===== src/rtl/yuv444_to_422.sv =====
`default_nettype none
// ============================================================================
// yuv444_to_422 : packs 4:4:4 pixels into 16-bit 4:2:2 words {C,Y}
// Revision: 1.0
// ============================================================================
module yuv444_to_422 #(
  parameter int CHROMA_AVG = 1,
  parameter int XW         = 10
) (
  input  logic          iCLK,
  input  logic          iRST_N,
  input  logic [7:0]    iY,
  input  logic [7:0]    iCb,
  input  logic [7:0]    iCr,
  input  logic          iDVAL,
  input  logic          iSOL,
  output logic [15:0]   oYCbCr,
  output logic          oDVAL,
  output logic          oSOL,
  output logic [XW-1:0] oX
);

  logic        r_phaseOdd;
  logic        r_pending;
  logic        r_evenSol;
  logic [7:0]  r_evenY;
  logic [7:0]  r_evenCb;
  logic [7:0]  r_evenCr;
  logic        r_oddValid;
  logic [15:0] r_oddWord;

  logic [7:0]  w_cbPair;
  logic [7:0]  w_crPair;
  logic        w_acceptEven;
  logic        w_acceptOdd;
  logic        w_flush;

  // A line start always restarts the pair, regardless of the running phase.
  assign w_acceptEven = iDVAL & (iSOL | ~r_phaseOdd);
  assign w_acceptOdd  = iDVAL & ~iSOL & r_phaseOdd & r_pending;
  assign w_flush      = w_acceptEven & iSOL & r_pending;

  generate
    if (CHROMA_AVG != 0) begin : g_avg
      assign w_cbPair = 8'(({1'b0, r_evenCb} + {1'b0, iCb} + 9'd1) >> 1);
      assign w_crPair = 8'(({1'b0, r_evenCr} + {1'b0, iCr} + 9'd1) >> 1);
    end else begin : g_even
      assign w_cbPair = r_evenCb;
      assign w_crPair = r_evenCr;
    end
  endgenerate

  always_ff @(posedge iCLK or negedge iRST_N) begin
    if (!iRST_N) begin
      r_phaseOdd <= 1'b0;
      r_pending  <= 1'b0;
      r_evenSol  <= 1'b0;
      r_evenY    <= 8'd0;
      r_evenCb   <= 8'd0;
      r_evenCr   <= 8'd0;
    end else if (iDVAL) begin
      r_phaseOdd <= w_acceptEven;
      if (w_acceptEven) begin
        r_pending <= 1'b1;
        r_evenSol <= iSOL;
        r_evenY   <= iY;
        r_evenCb  <= iCb;
        r_evenCr  <= iCr;
      end else if (w_acceptOdd) begin
        r_pending <= 1'b0;
      end
    end
  end

  // The odd slot drains the cycle after an odd accept, so it can never
  // coincide with another odd accept or with an orphan flush.
  always_ff @(posedge iCLK or negedge iRST_N) begin
    if (!iRST_N) begin
      oYCbCr     <= 16'd0;
      oDVAL      <= 1'b0;
      oSOL       <= 1'b0;
      oX         <= '0;
      r_oddValid <= 1'b0;
      r_oddWord  <= 16'd0;
    end else begin
      r_oddValid <= w_acceptOdd;
      if (w_acceptOdd) begin
        oYCbCr    <= {w_crPair, r_evenY};
        oDVAL     <= 1'b1;
        oSOL      <= r_evenSol;
        oX        <= r_evenSol ? '0 : oX + 1'b1;
        r_oddWord <= {w_cbPair, iY};
      end else if (w_flush) begin
        oYCbCr <= {r_evenCr, r_evenY};
        oDVAL  <= 1'b1;
        oSOL   <= r_evenSol;
        oX     <= r_evenSol ? '0 : oX + 1'b1;
      end else if (r_oddValid) begin
        oYCbCr <= r_oddWord;
        oDVAL  <= 1'b1;
        oSOL   <= 1'b0;
        oX     <= oX + 1'b1;
      end else begin
        oDVAL <= 1'b0;
        oSOL  <= 1'b0;
      end
    end
  end

endmodule
`default_nettype wire


===== config.mk =====
export PLATFORM = sky130hd
export DESIGN_NAME = yuv444_to_422
export DESIGN_NICKNAME = d
export VERILOG_FILES = /design/src/rtl/yuv444_to_422.sv
export SDC_FILE = /design/constraint.sdc
export NUM_CORES = 1
export LEC_CHECK = 0
export BUFFER_PORTS_ARGS = -buffer_cell sky130_fd_sc_hd__buf_2
export CELL_PAD_IN_SITES_DETAIL_PLACEMENT = 0
export CELL_PAD_IN_SITES_GLOBAL_PLACEMENT = 1
export CORE_ASPECT_RATIO = 0.5
export CORE_MARGIN = 10
export CORE_UTILIZATION = 30
export CTS_CLUSTER_DIAMETER = 40
export DETAILED_ROUTE_END_ITERATION = 8
export PLACE_DENSITY_LB_ADDON = 0.08
export SETUP_SLACK_MARGIN = 0.5
export SLEW_MARGIN = 10
export SYNTH_ARGS = -nofsm -noshare
export SYNTH_HDL_FRONTEND = slang
export SYNTH_SLANG_ARGS = --single-unit

===== constraint.sdc =====
create_clock -name iCLK -period 2.3 [get_ports iCLK]
set_input_delay 0 -clock iCLK [delete_from_list [all_inputs] [get_ports iCLK]]
set_output_delay 0 -clock iCLK [all_outputs]
set_load 0.01 [all_outputs]

; ---- After elaboration in Yosys (flattened, before gate mapping)
; Cells that the tools add are included.
[totals]
reg_bits = 72
inputBits = 28
elab_cells = 44
[op_classes]
n_addsub = 5
muxes = 14
n_bitwise = 9
reduce_logical = 4
[ops]
columns = operator, n
row1 = $mux W16, 3
row2 = $mux W10, 4
row3 = $add A8 B8 Y9, 2
row4 = $add A9 B1 Y9 const B, 2
row5 = $add A10 B1 Y10 const B, 1
row6 = $mux W1, 7
row7 = $and A1 B1 Y1, 6
row8 = $reduce_and A2 Y1, 2
row9 = $reduce_bool A3 Y1, 1
row10 = $not A1 Y1, 2
row11 = $reduce_bool A2 Y1, 1
row12 = $or A1 B1 Y1, 1

; ---- Depth between registers and ports, before layout
; Gate-level depths: netlist of run 1.
[depth]
word_depth = 7
depth_mapped = 9
mapped_depth_nobuf = 7

; ---- Worst setup path after synthesis of run 1
; No wires, ideal clock.
[synth_timing]
path_kind = flip-flop to flip-flop
start = register r_evenCb[0]
end = register r_oddWord[13]
setup_ps = 135
t_arrival_ps = 1867
required_ps = 2165
path_slack_ps = 298
path_stages_with_launch = 8
path_buffers = 0
period_less_slack_ps = 2002
cell_sequence = dfrtp_1 > or2_2 > fa_1 > a21oi_1 > a2bb2oi_1 > nor3b_1 > a311oi_1 > o21ai_0
[synth_via]
elab_chain_cells = 2
[synth_lines]
columns = item, line
row1 = "start, declared", 27  ; logic [7:0] r_evenCb;
row2 = "start signal, assigned", 67  ; r_evenCb <= iCb;
row3 = $add A8 B8 Y9, 45  ; assign w_cbPair = 8'(({1'b0, r_evenCb} + {1'b0, iCb} + 9'd1) >> 1);
row4 = $add A9 B1 Y9, 45
row5 = "end signal, assigned", 92  ; r_oddWord <= {w_cbPair, iY};
row6 = "end, declared", 30  ; logic [15:0] r_oddWord;
; No other way between the ends.
; A chain may end at the register's enable or synchronous reset.

; ---- Final worst setup path of run 1
; Same ends and word-level chain as after synthesis.

==> results.json, run 1 <==
{
  "yosysTopAreaCell": "dfrtp_1",
  "critPathCaptureType": "flip-flop",
  "peakVddDrop_mv": 0.297,
  "grt_max_degree": 34,
  "htree_levels": 3,
  "slew_violations": 0,
  "status": "finished, final reports clean",
  "dieArea_um2": 17100,
  "p_total_mw": 4.43,
  "fillCellCount": 1183,
  "relSlewSlack_pct": 59.4,
  "routedWlPerCell_um": 15.2,
  "syn_to_final_growth_pct": 34.0,
  "die_x_um": 175,
  "cts_buffer_depth": 2,
  "synth_nets": 395,
  "cts_sinks": 72,
  "setup_violations": 0,
  "dp.cells": 565,
  "powerDensity_nw_per_um2": 914,
  "first_pass_iters": 4,
  "hold_viol": 0,
  "period_needed_ps": 1860,
  "netlist.area_leader.share_pct": 49.8,
  "finalCritPeriodShare_pct": 80.9,
  "slowest_stage": "dfrtp_1",
  "finalCoreUtilization_pct": 41.1,
  "yosysMostFrequentCell": "dfrtp_1",
  "crit_fanout": 4,
  "ys_seq_area_share_pct": 49.8,
  "synthCells": 350,
  "fp.dieH_um": 97.7,
  "viasPerCell": 4.63,
  "synth-main-ff-cell": "dfrtp_1",
  "clock_latency_ps": 330,
  "worstMarginPinSlew_ps": 609,
  "rrSetupSlack_ps": 440,
  "required_ps": 2510,
  "grt_setup_unrepaired": "yes",
  "diodes": 0,
  "cp_cell_sequence": "or2_4 -> fa_2 -> a21oi_4 -> a2bb2oi_4 -> nor3b_1 -> a311oi_1 -> o21ai_1",
  "multiInputGateArea_um2": 1770,
  "floorplan.initialDensity_pct": 30.7,
  "drive_gt1_share_pct": 30.5,
  "start_kind": "flip-flop",
  "synth_common_cells": "dfrtp_1 (72), nand2_1 (54), a21oi_1 (28)",
  "cts_inserted_buffers": 9,
  "antenna_left": 0,
  "drt-total-wl_um": 9370,
  "rows": 28,
  "final_cells": 617,
  "io_buffers": 55,
  "pin_count": 56,
  "synthArstFlopShare_pct": 100,
  "synthTopCellsByArea": "dfrtp_1 (50%), mux2_2 (7.5%), nand2_1 (5.6%), ha_1 (5.2%), a21oi_1 (3.9%)",
  "cpPeakStageDelay_ps": 380,
  "fin_setup_tns_ps": 0,
  "dp_worst_setup_slack_ps": 334,
  "synth_enable_flop_cells": 0,
  "finClkSkew_ps": 5.05,
  "grt_pass1_wl_um": 15300,
  "regArea_um2": 1800,
  "design.core.area_um2": 11800,
  "clk_pin_slew_ps": 60,
  "final_nets": 492,
  "yosys_warnings": 0,
  "antenna_found_initial": 0,
  "crit_type": "flip-flop to flip-flop",
  "drt_iter0_drc": 200,
  "fin_ws_ps": 439,
  "syn-mean-instance-area_um2": 10.3,
  "syn-cell-area_um2": 3620,
  "hold_class": "primary input to flip-flop",
  "worstPathArrival_ps": 2070,
  "drv_cap": 0,
  "drc": 0,
  "num_vias": 2854,
  "place_hpwl_um": 6560,
  "leakagePower_nw": 2.23,
  "cts-root-buf": "clkbuf_16",
  "grt_pass1_vias": 2967,
  "grtUsageTotal_pct": 11.1,
  "synth.distinct_cells": 43,
  "cts_tree": "yes",
  "synth-seq-cells": 72,
  "finalWeightedCongestion": 0.751,
  "overflow": 0,
  "fmax_ghz": 0.537
}
## cell families (layout without fill, tap and decap cells)
family                   after synthesis  count (layout)  synth area share [%]
AND/OR/NAND/NOR                      114             114                  14.4
AO/OA/AOI/OAI                         74              74                  12.5
flip-flops                            72              72                  49.8
multiplexers                          37              37                  11.1
buffers and inverters                 26             128                  3.53
adder cells (fa/ha/maj)               17              17                  6.29
XOR/XNOR                              10              10                  2.42
## final timing paths
path | from | end | depth (start not counted)
max | r_evenCb[0] | r_oddWord[13] | 7
min | iCr[1] | r_evenCr[1] | 3
max reg2reg | r_evenCb[0] | r_oddWord[13] | 7
min reg2reg | r_oddWord[4] | r_oddWord[4] | 2
max in group asynchronous | iRST_N | r_evenY[1] | 3
min in group asynchronous | iRST_N | oYCbCr[10] | 2
## routing by layer
| metal | part of all wire [%] | up-vias | global-route usage (%) |
|---|---|---|---|
| met5 | 0 | - | 0 |
| met4 | 0.70 | 0 | 3.30 |
| met3 | 4.2 | 8 | 3.57 |
| met2 | 47 | 43 | 17.8 |
| met1 | 48 | 1389 | 13.9 |
| li1 | - | 1414 | - |
## worst max-delay path: cells and delay by family (launching register included)
family / cells / cell delay, ps
fa+ha+maj: 1 / 360
flops: 1 / 380
compound gates: 4 / 710
simple gates: 2 / 300
## what timing repair did
action | 4_1_cts | 5_1_grt
buffers inserted | 6 | 4
hold endpoints to repair | 54 | 0
resized for setup | 3 | 19
hold buffers | 26 | 0
pin swaps | 6 | 4
setup endpoints to repair | 12 | 10
gates cloned | 0 | 0
## power breakdown
part	leakage [nW]	total [mW]	internal [mW]	switching [mW]
clock	0.152	1.47	0.907	0.566
combinational	1.21	1.19	0.580	0.608
sequential	0.875	1.77	1.56	0.212
total	2.23	4.43	3.05	1.39
## cell type report
cell class	count	share of cell area, %
timing repair buffer	100	14.5
clock buffer	11	5.21
clock inverter	5	1.32
inverter	12	1.03
tap	165	4.26
sequential	72	37.2
multi-input combinational	252	36.5
## per-stage QoR
step / instance area, um^2 / hold WS [ps]
floorplan: 3630 / -296
global placement: 4130 / 52.9
detailed placement: 4130 / 52.0
CTS: 4760 / 0.660
global route: 4850 / 10.2
finish: 4850 / 17.5
## registers in the layout, summed over array words and instances, names as in the netlist
name / count
r_evenCb: 8
r_oddWord: 16
r_evenCr: 8
r_pending: 1
r_evenY: 8
r_phaseOdd: 1
r_oddValid: 1
oSOL: 1
oX: 10
oYCbCr: 16
r_evenSol: 1
oDVAL: 1
## placed cells by master (no fill, tap or decap), types with 2 or more instances in the layout
master | netlist | routed
a211oi_1 | 3 | 3
nand2_1 | 54 | 54
clkbuf_8 | 0 | 2
o21a_1 | 2 | 2
a311oi_1 | 2 | 2
nor2_2 | 1 | 2
a21oi_2 | 0 | 4
o21ai_1 | 0 | 8
nand3_1 | 6 | 5
dfrtp_1 | 72 | 71
a21oi_1 | 28 | 23
nor2_1 | 26 | 25
ha_2 | 0 | 3
mux2_2 | 24 | 24
nor3_1 | 5 | 5
clkinv_4 | 1 | 3
buf_4 | 5 | 17
mux2i_1 | 13 | 13
buf_12 | 0 | 2
a22o_1 | 3 | 3
inv_1 | 10 | 10
nor3b_1 | 3 | 2
ha_1 | 15 | 11
o31ai_1 | 3 | 3
clkbuf_16 | 0 | 9
nand2b_1 | 4 | 4
xnor2_1 | 3 | 3
o211ai_1 | 2 | 2
a31oi_1 | 2 | 2
buf_2 | 5 | 55
o21ai_0 | 22 | 14
or3_1 | 3 | 3
xor2_1 | 7 | 7
dlygate4sd3_1 | 0 | 26
nand4_1 | 6 | 6
Note: power is estimated with default switching activity, not from simulation.
==> run 2: changes to the inputs <==
==> constraint.sdc (replaced) <==
create_clock -name iCLK -period 1.8 [get_ports iCLK]
set_input_delay 0 -clock iCLK [delete_from_list [all_inputs] [get_ports iCLK]]
set_output_delay 0 -clock iCLK [all_outputs]
set_load 0.01 [all_outputs]
==> results.json, run 2 (synthesized netlist as in run 1, its figures left out) <==
{
  "status": "complete, but fails checks",
  "violations": "negative setup slack",
  "grt_max_degree": 73,
  "drc": 0,
  "cts_buffer_depth": 2,
  "required_ps": 2020,
  "floorplan.initialDensity_pct": 30.7,
  "p_comb_share_pct": 33.8,
  "worstPathArrival_ps": 2030,
  "worstMarginPinSlew_ps": 420,
  "layout_common_cells": "dfrtp_1 (71), buf_2 (55), nand2_1 (39), dlygate4sd3_1 (26), buf_6 (25)",
  "p_int_mw": 4.24,
  "cts-root-buf": "clkbuf_16",
  "cp_cell_sequence": "or2_4 -> fa_2 -> a21oi_4 -> a2bb2oi_2 -> buf_4 -> a21oi_2 -> o21ai_1 -> a21oi_1",
  "num_vias": 3092,
  "powerDensity_nw_per_um2": 1070,
  "cts_inserted_buffers": 9,
  "io_buffers": 55,
  "leakagePower_nw": 2.69,
  "clk_pin_slew_ps": 60,
  "top_regs": "oYCbCr (16), r_oddWord (16), oX (10)",
  "final_cells": 656,
  "drive_gt1_share_pct": 48.1,
  "cts_tree": "yes",
  "overflow": 0,
  "period_needed_ps": 1810,
  "fillCellCount": 1113,
  "crit_family": "compound AO/OA/AOI/OAI gates",
  "finalWeightedCongestion": 0.723,
  "final_common_cell": "dfrtp_1",
  "fmax_ghz": 0.553,
  "regArea_um2": 1800,
  "place_hpwl_um": 6740,
  "worst_hold_slack_ps": 13.8,
  "dp.cells": 571,
  "dieArea_um2": 17100,
  "peakVddDrop_mv": 0.445,
  "switching_share_pct": 32.2,
  "critPathCaptureType": "flip-flop",
  "rows": 28,
  "routedWlPerCell_um": 16.5,
  "grt_pass1_vias": 3176,
  "cts_sinks": 72,
  "rr_worst_depth": 8,
  "grtUsageTotal_pct": 12.1,
  "hold_depth": 2,
  "drv_cap": 0,
  "die_x_um": 175,
  "diodes": 0,
  "pin_count": 56,
  "slowest_stage": "dfrtp_1",
  "finClkSkew_ps": 5.25,
  "syn_to_final_growth_pct": 61.7,
  "hold_class": "primary input to flip-flop",
  "htree_levels": 3,
  "worst-path-stages": 8,
  "hold_viol": 0,
  "grt_setup_unrepaired": "yes",
  "viasPerCell": 4.71,
  "drt-total-wl_um": 10800,
  "clock_latency_ps": 340,
  "multiInputGateArea_um2": 2240,
  "p_clk_share_pct": 29.6,
  "fp.dieH_um": 97.7,
  "fin_ws_ps": -7.26,
  "first_pass_iters": 4,
  "power_frac_seq_pct": 36.6,
  "cpPeakStageDelay_ps": 370,
  "crit_type": "flip-flop to flip-flop",
  "final_nets": 531,
  "netSwitchingPower_mw": 2.02,
  "finalCoreUtilization_pct": 49.6,
  "setup_violations": 1,
  "dp_worst_setup_slack_ps": -106,
  "grt_pass1_wl_um": 16600,
  "place_area_um2": 4400,
  "slew_violations": 0,
  "crit_fanout": 3,
  "design.core.area_um2": 11800,
  "antenna_found_initial": 0,
  "start_kind": "flip-flop",
  "drt_iter0_drc": 198,
  "finalCritPeriodShare_pct": 100,
  "relSlewSlack_pct": 72.0,
  "worst-path-buf-inv": 1,
  "antenna_left": 0,
  "design_area_um2": 5850
}
run 2: final timing paths:
path	start	end	slack [ps]
worst max-delay path	r_evenCb[0]	r_oddWord[15]	-7
worst min-delay path	iDVAL	r_pending	10
worst max register to register	r_evenCb[0]	r_oddWord[15]	-7
worst min register to register	r_oddWord[7]	r_oddWord[7]	480
max in group asynchronous	iRST_N	r_evenCr[1]	1240
min in group asynchronous	iRST_N	r_evenCr[2]	200
run 2: power by group through the flow:
| stage | combinational (mW) | clock [mW] | sequential (mW) |
|---|---|---|---|
| after floorplan | 1.01 | 0 | 2.32 |
| after global placement | 1.56 | 0 | 2.29 |
| after detailed placement | 1.58 | 0 | 2.30 |
| after CTS | 1.88 | 1.90 | 2.28 |
| after global routing | 2.32 | 1.97 | 2.34 |
| final | 2.11 | 1.85 | 2.29 |
run 2: area by class of cell:
class / count / share of cell area [%]
tap: 165 / 3.53
timing repair buffer: 139 / 21.0
sequential: 72 / 30.8
clock inverter: 6 / 1.15
multi-input combinational: 252 / 38.3
inverter: 12 / 1.11
clock buffer: 10 / 4.08
run 2: routing by layer:
layer,share of wire (%),global-route usage (%)
met1,50,16.0
met2,45,18.2
met3,3.7,3.88
met4,1.1,3.50
met5,0,0
run 2: worst reg2reg max path: cells and delay by family, from the launching register on:
family / cells / cell delay (ps)
DFF: 1 / 370
adders and majority gates: 1 / 370
and+or+nand+nor: 1 / 230
AOI/OAI and AO/OA: 5 / 580
buffers and inverters: 1 / 140
run 2: per-stage QoR:
stage          total power, mW  setup TNS, ps
3_5_place_dp              3.88           -205
4_1_cts                   6.06          -62.9
6_report                  6.25          -7.26
5_1_grt                   6.64           -295
2_1_floorplan             3.32          -26.9
3_3_place_gp              3.85           -122
run 2: what timing repair did:
| item | CTS | global route |
|---|---|---|
| endpoints found under the setup margin | 51 | 66 |
| hold buffers | 26 | 0 |
| endpoints found under the hold margin | 104 | 0 |
| pin swaps | 37 | 30 |
| gates resized for setup | 56 | 78 |
| buffers inserted | 21 | 17 |
| gates cloned | 1 | 4 |
==> run 3: changes to the inputs <==
--- a/config.mk
+++ b/config.mk
@@ -14,6 +14,7 @@
 export CTS_CLUSTER_DIAMETER = 40
 export DETAILED_ROUTE_END_ITERATION = 8
 export PLACE_DENSITY_LB_ADDON = 0.08
+export REMOVE_ABC_BUFFERS = 1
 export SETUP_SLACK_MARGIN = 0.5
 export SLEW_MARGIN = 10
 export SYNTH_ARGS = -nofsm -noshare
==> results.json, run 3 (synthesized netlist as in run 1, its figures left out) <==
{
  "cpPeakStageDelay_ps": 390,
  "drt_iter0_drc": 97,
  "fin_ws_ps": -84.9,
  "required_ps": 2020,
  "cts_inserted_buffers": 9,
  "finalCritPeriodShare_pct": 105,
  "slowest_stage": "dfrtp_1",
  "hold_viol": 0,
  "grt_pass1_wl_um": 17300,
  "slew_violations": 0,
  "worstPathArrival_ps": 2100,
  "peakVddDrop_mv": 0.413,
  "violations": "negative setup slack",
  "rows": 28,
  "cts_tree": "yes",
  "cp_cell_sequence": "or2_4 -> fa_2 -> a21oi_4 -> a2bb2oi_2 -> buf_4 -> a21oi_2 -> o21ai_1 -> a21oi_1",
  "pin_count": 56,
  "viasPerCell": 4.72,
  "fmax_ghz": 0.531,
  "design_area_um2": 5980,
  "dp_worst_setup_slack_ps": -287,
  "crit_fanout": 3,
  "cts-root-buf": "clkbuf_16",
  "rr_worst_depth": 8,
  "hold_depth": 2,
  "grtUsageTotal_pct": 12.5,
  "cts_sinks": 72,
  "dieArea_um2": 17100,
  "grt_setup_unrepaired": "yes",
  "start_kind": "flip-flop",
  "diodes": 0,
  "htree_levels": 3,
  "critPathCaptureType": "flip-flop",
  "worst_hold_slack_ps": 23.1,
  "top_regs": "oYCbCr (16), r_oddWord (16), oX (10)",
  "final_nets": 535,
  "layout_common_cells": "dfrtp_1 (72), buf_2 (54), nand2_1 (31), dlygate4sd3_1 (26), buf_6 (26)",
  "period_needed_ps": 1880,
  "clk_pin_slew_ps": 60,
  "finalCoreUtilization_pct": 50.7,
  "die_x_um": 175,
  "grt_pass1_vias": 3327,
  "drt-total-wl_um": 11400,
  "hold_class": "primary input to flip-flop",
  "finClkSkew_ps": 5.13,
  "status": "complete, but fails checks",
  "grt_max_degree": 34,
  "num_vias": 3116,
  "crit_family": "compound AO/OA/AOI/OAI gates",
  "relSlewSlack_pct": 77.8,
  "cts_buffer_depth": 2,
  "worstMarginPinSlew_ps": 329,
  "powerDensity_nw_per_um2": 1060,
  "clock_latency_ps": 340,
  "crit_type": "flip-flop to flip-flop",
  "fp.dieH_um": 97.7,
  "floorplan.initialDensity_pct": 30.7,
  "drc": 0,
  "antenna_left": 0,
  "final_common_cell": "dfrtp_1",
  "antenna_found_initial": 0,
  "overflow": 0,
  "place_area_um2": 4220,
  "setup_violations": 4,
  "routedWlPerCell_um": 17.2,
  "worst-path-stages": 8,
  "worst-path-buf-inv": 1,
  "drv_cap": 0,
  "syn_to_final_growth_pct": 65.3,
  "place_hpwl_um": 6760,
  "design.core.area_um2": 11800,
  "first_pass_iters": 4,
  "drive_gt1_share_pct": 51.5,
  "leakagePower_nw": 2.72,
  "io_buffers": 55,
  "finalWeightedCongestion": 0.770
}
run 3: worst reg2reg max path, cell delays in order, from the launching register on:
cell,delay (ps)
dfrtp_1,390
or2_4,240
fa_2,370
a21oi_4,160
a2bb2oi_2,180
buf_4,150
a21oi_2,50
o21ai_1,150
a21oi_1,80
run 3: path summary, 6_finish.rpt:
check                                      to  slack (ps)   startpoint
worst max-delay path            r_oddWord[15]         -80  r_evenCb[0]
worst min-delay path                r_pending          20        iDVAL
worst min register to register     oYCbCr[10]         480   oYCbCr[10]
min in group asynchronous         r_evenCb[5]         110       iRST_N
worst max register to register  r_oddWord[15]         -80  r_evenCb[0]
max in group asynchronous               oX[3]        1130       iRST_N
run 3: routing by layer:
metal	up-vias	GRT usage (%)	share of wire (%)
met2	47	21.2	50
met3	10	3.69	3.4
met4	0	3.63	1.1
met1	1549	15.1	45
met5	-	0	0
li1	1510	-	-
run 3: power breakdown:
part           switching [mW]  total [mW]  leakage, nW  internal (mW)
Sequential              0.319        2.32        0.876           2.00
Combinational            1.02        2.21         1.70           1.18
Clock                   0.737        1.82        0.146           1.08
run 3: layout make-up:
class / instances / area, um^2
Clock buffer: 9 / 225
Clock inverter: 7 / 77.6
Fill cell: 1090 / 5820
Inverter: 12 / 70.1
Multi-Input combinational cell: 252 / 2310
Sequential cell: 72 / 1800
Tap cell: 165 / 206
Timing Repair Buffer: 143 / 1290
run 3: repair_timing:
item | in CTS | in global routing
hold endpoints to repair | 104 | 0
resized for setup | 129 | 83
buffers inserted | 27 | 9
pin swaps | 41 | 31
gates cloned | 1 | 2
hold buffers | 26 | 0
setup endpoints to repair | 58 | 68
run 3: through the flow:
stage	cells	setup TNS [ps]	power [mW]
floorplan	336	-468	3.11
global placement	579	-600	3.69
detailed placement	579	-933	3.72
CTS	649	-331	6.08
global route	660	-475	6.72
finish	660	-286	6.34
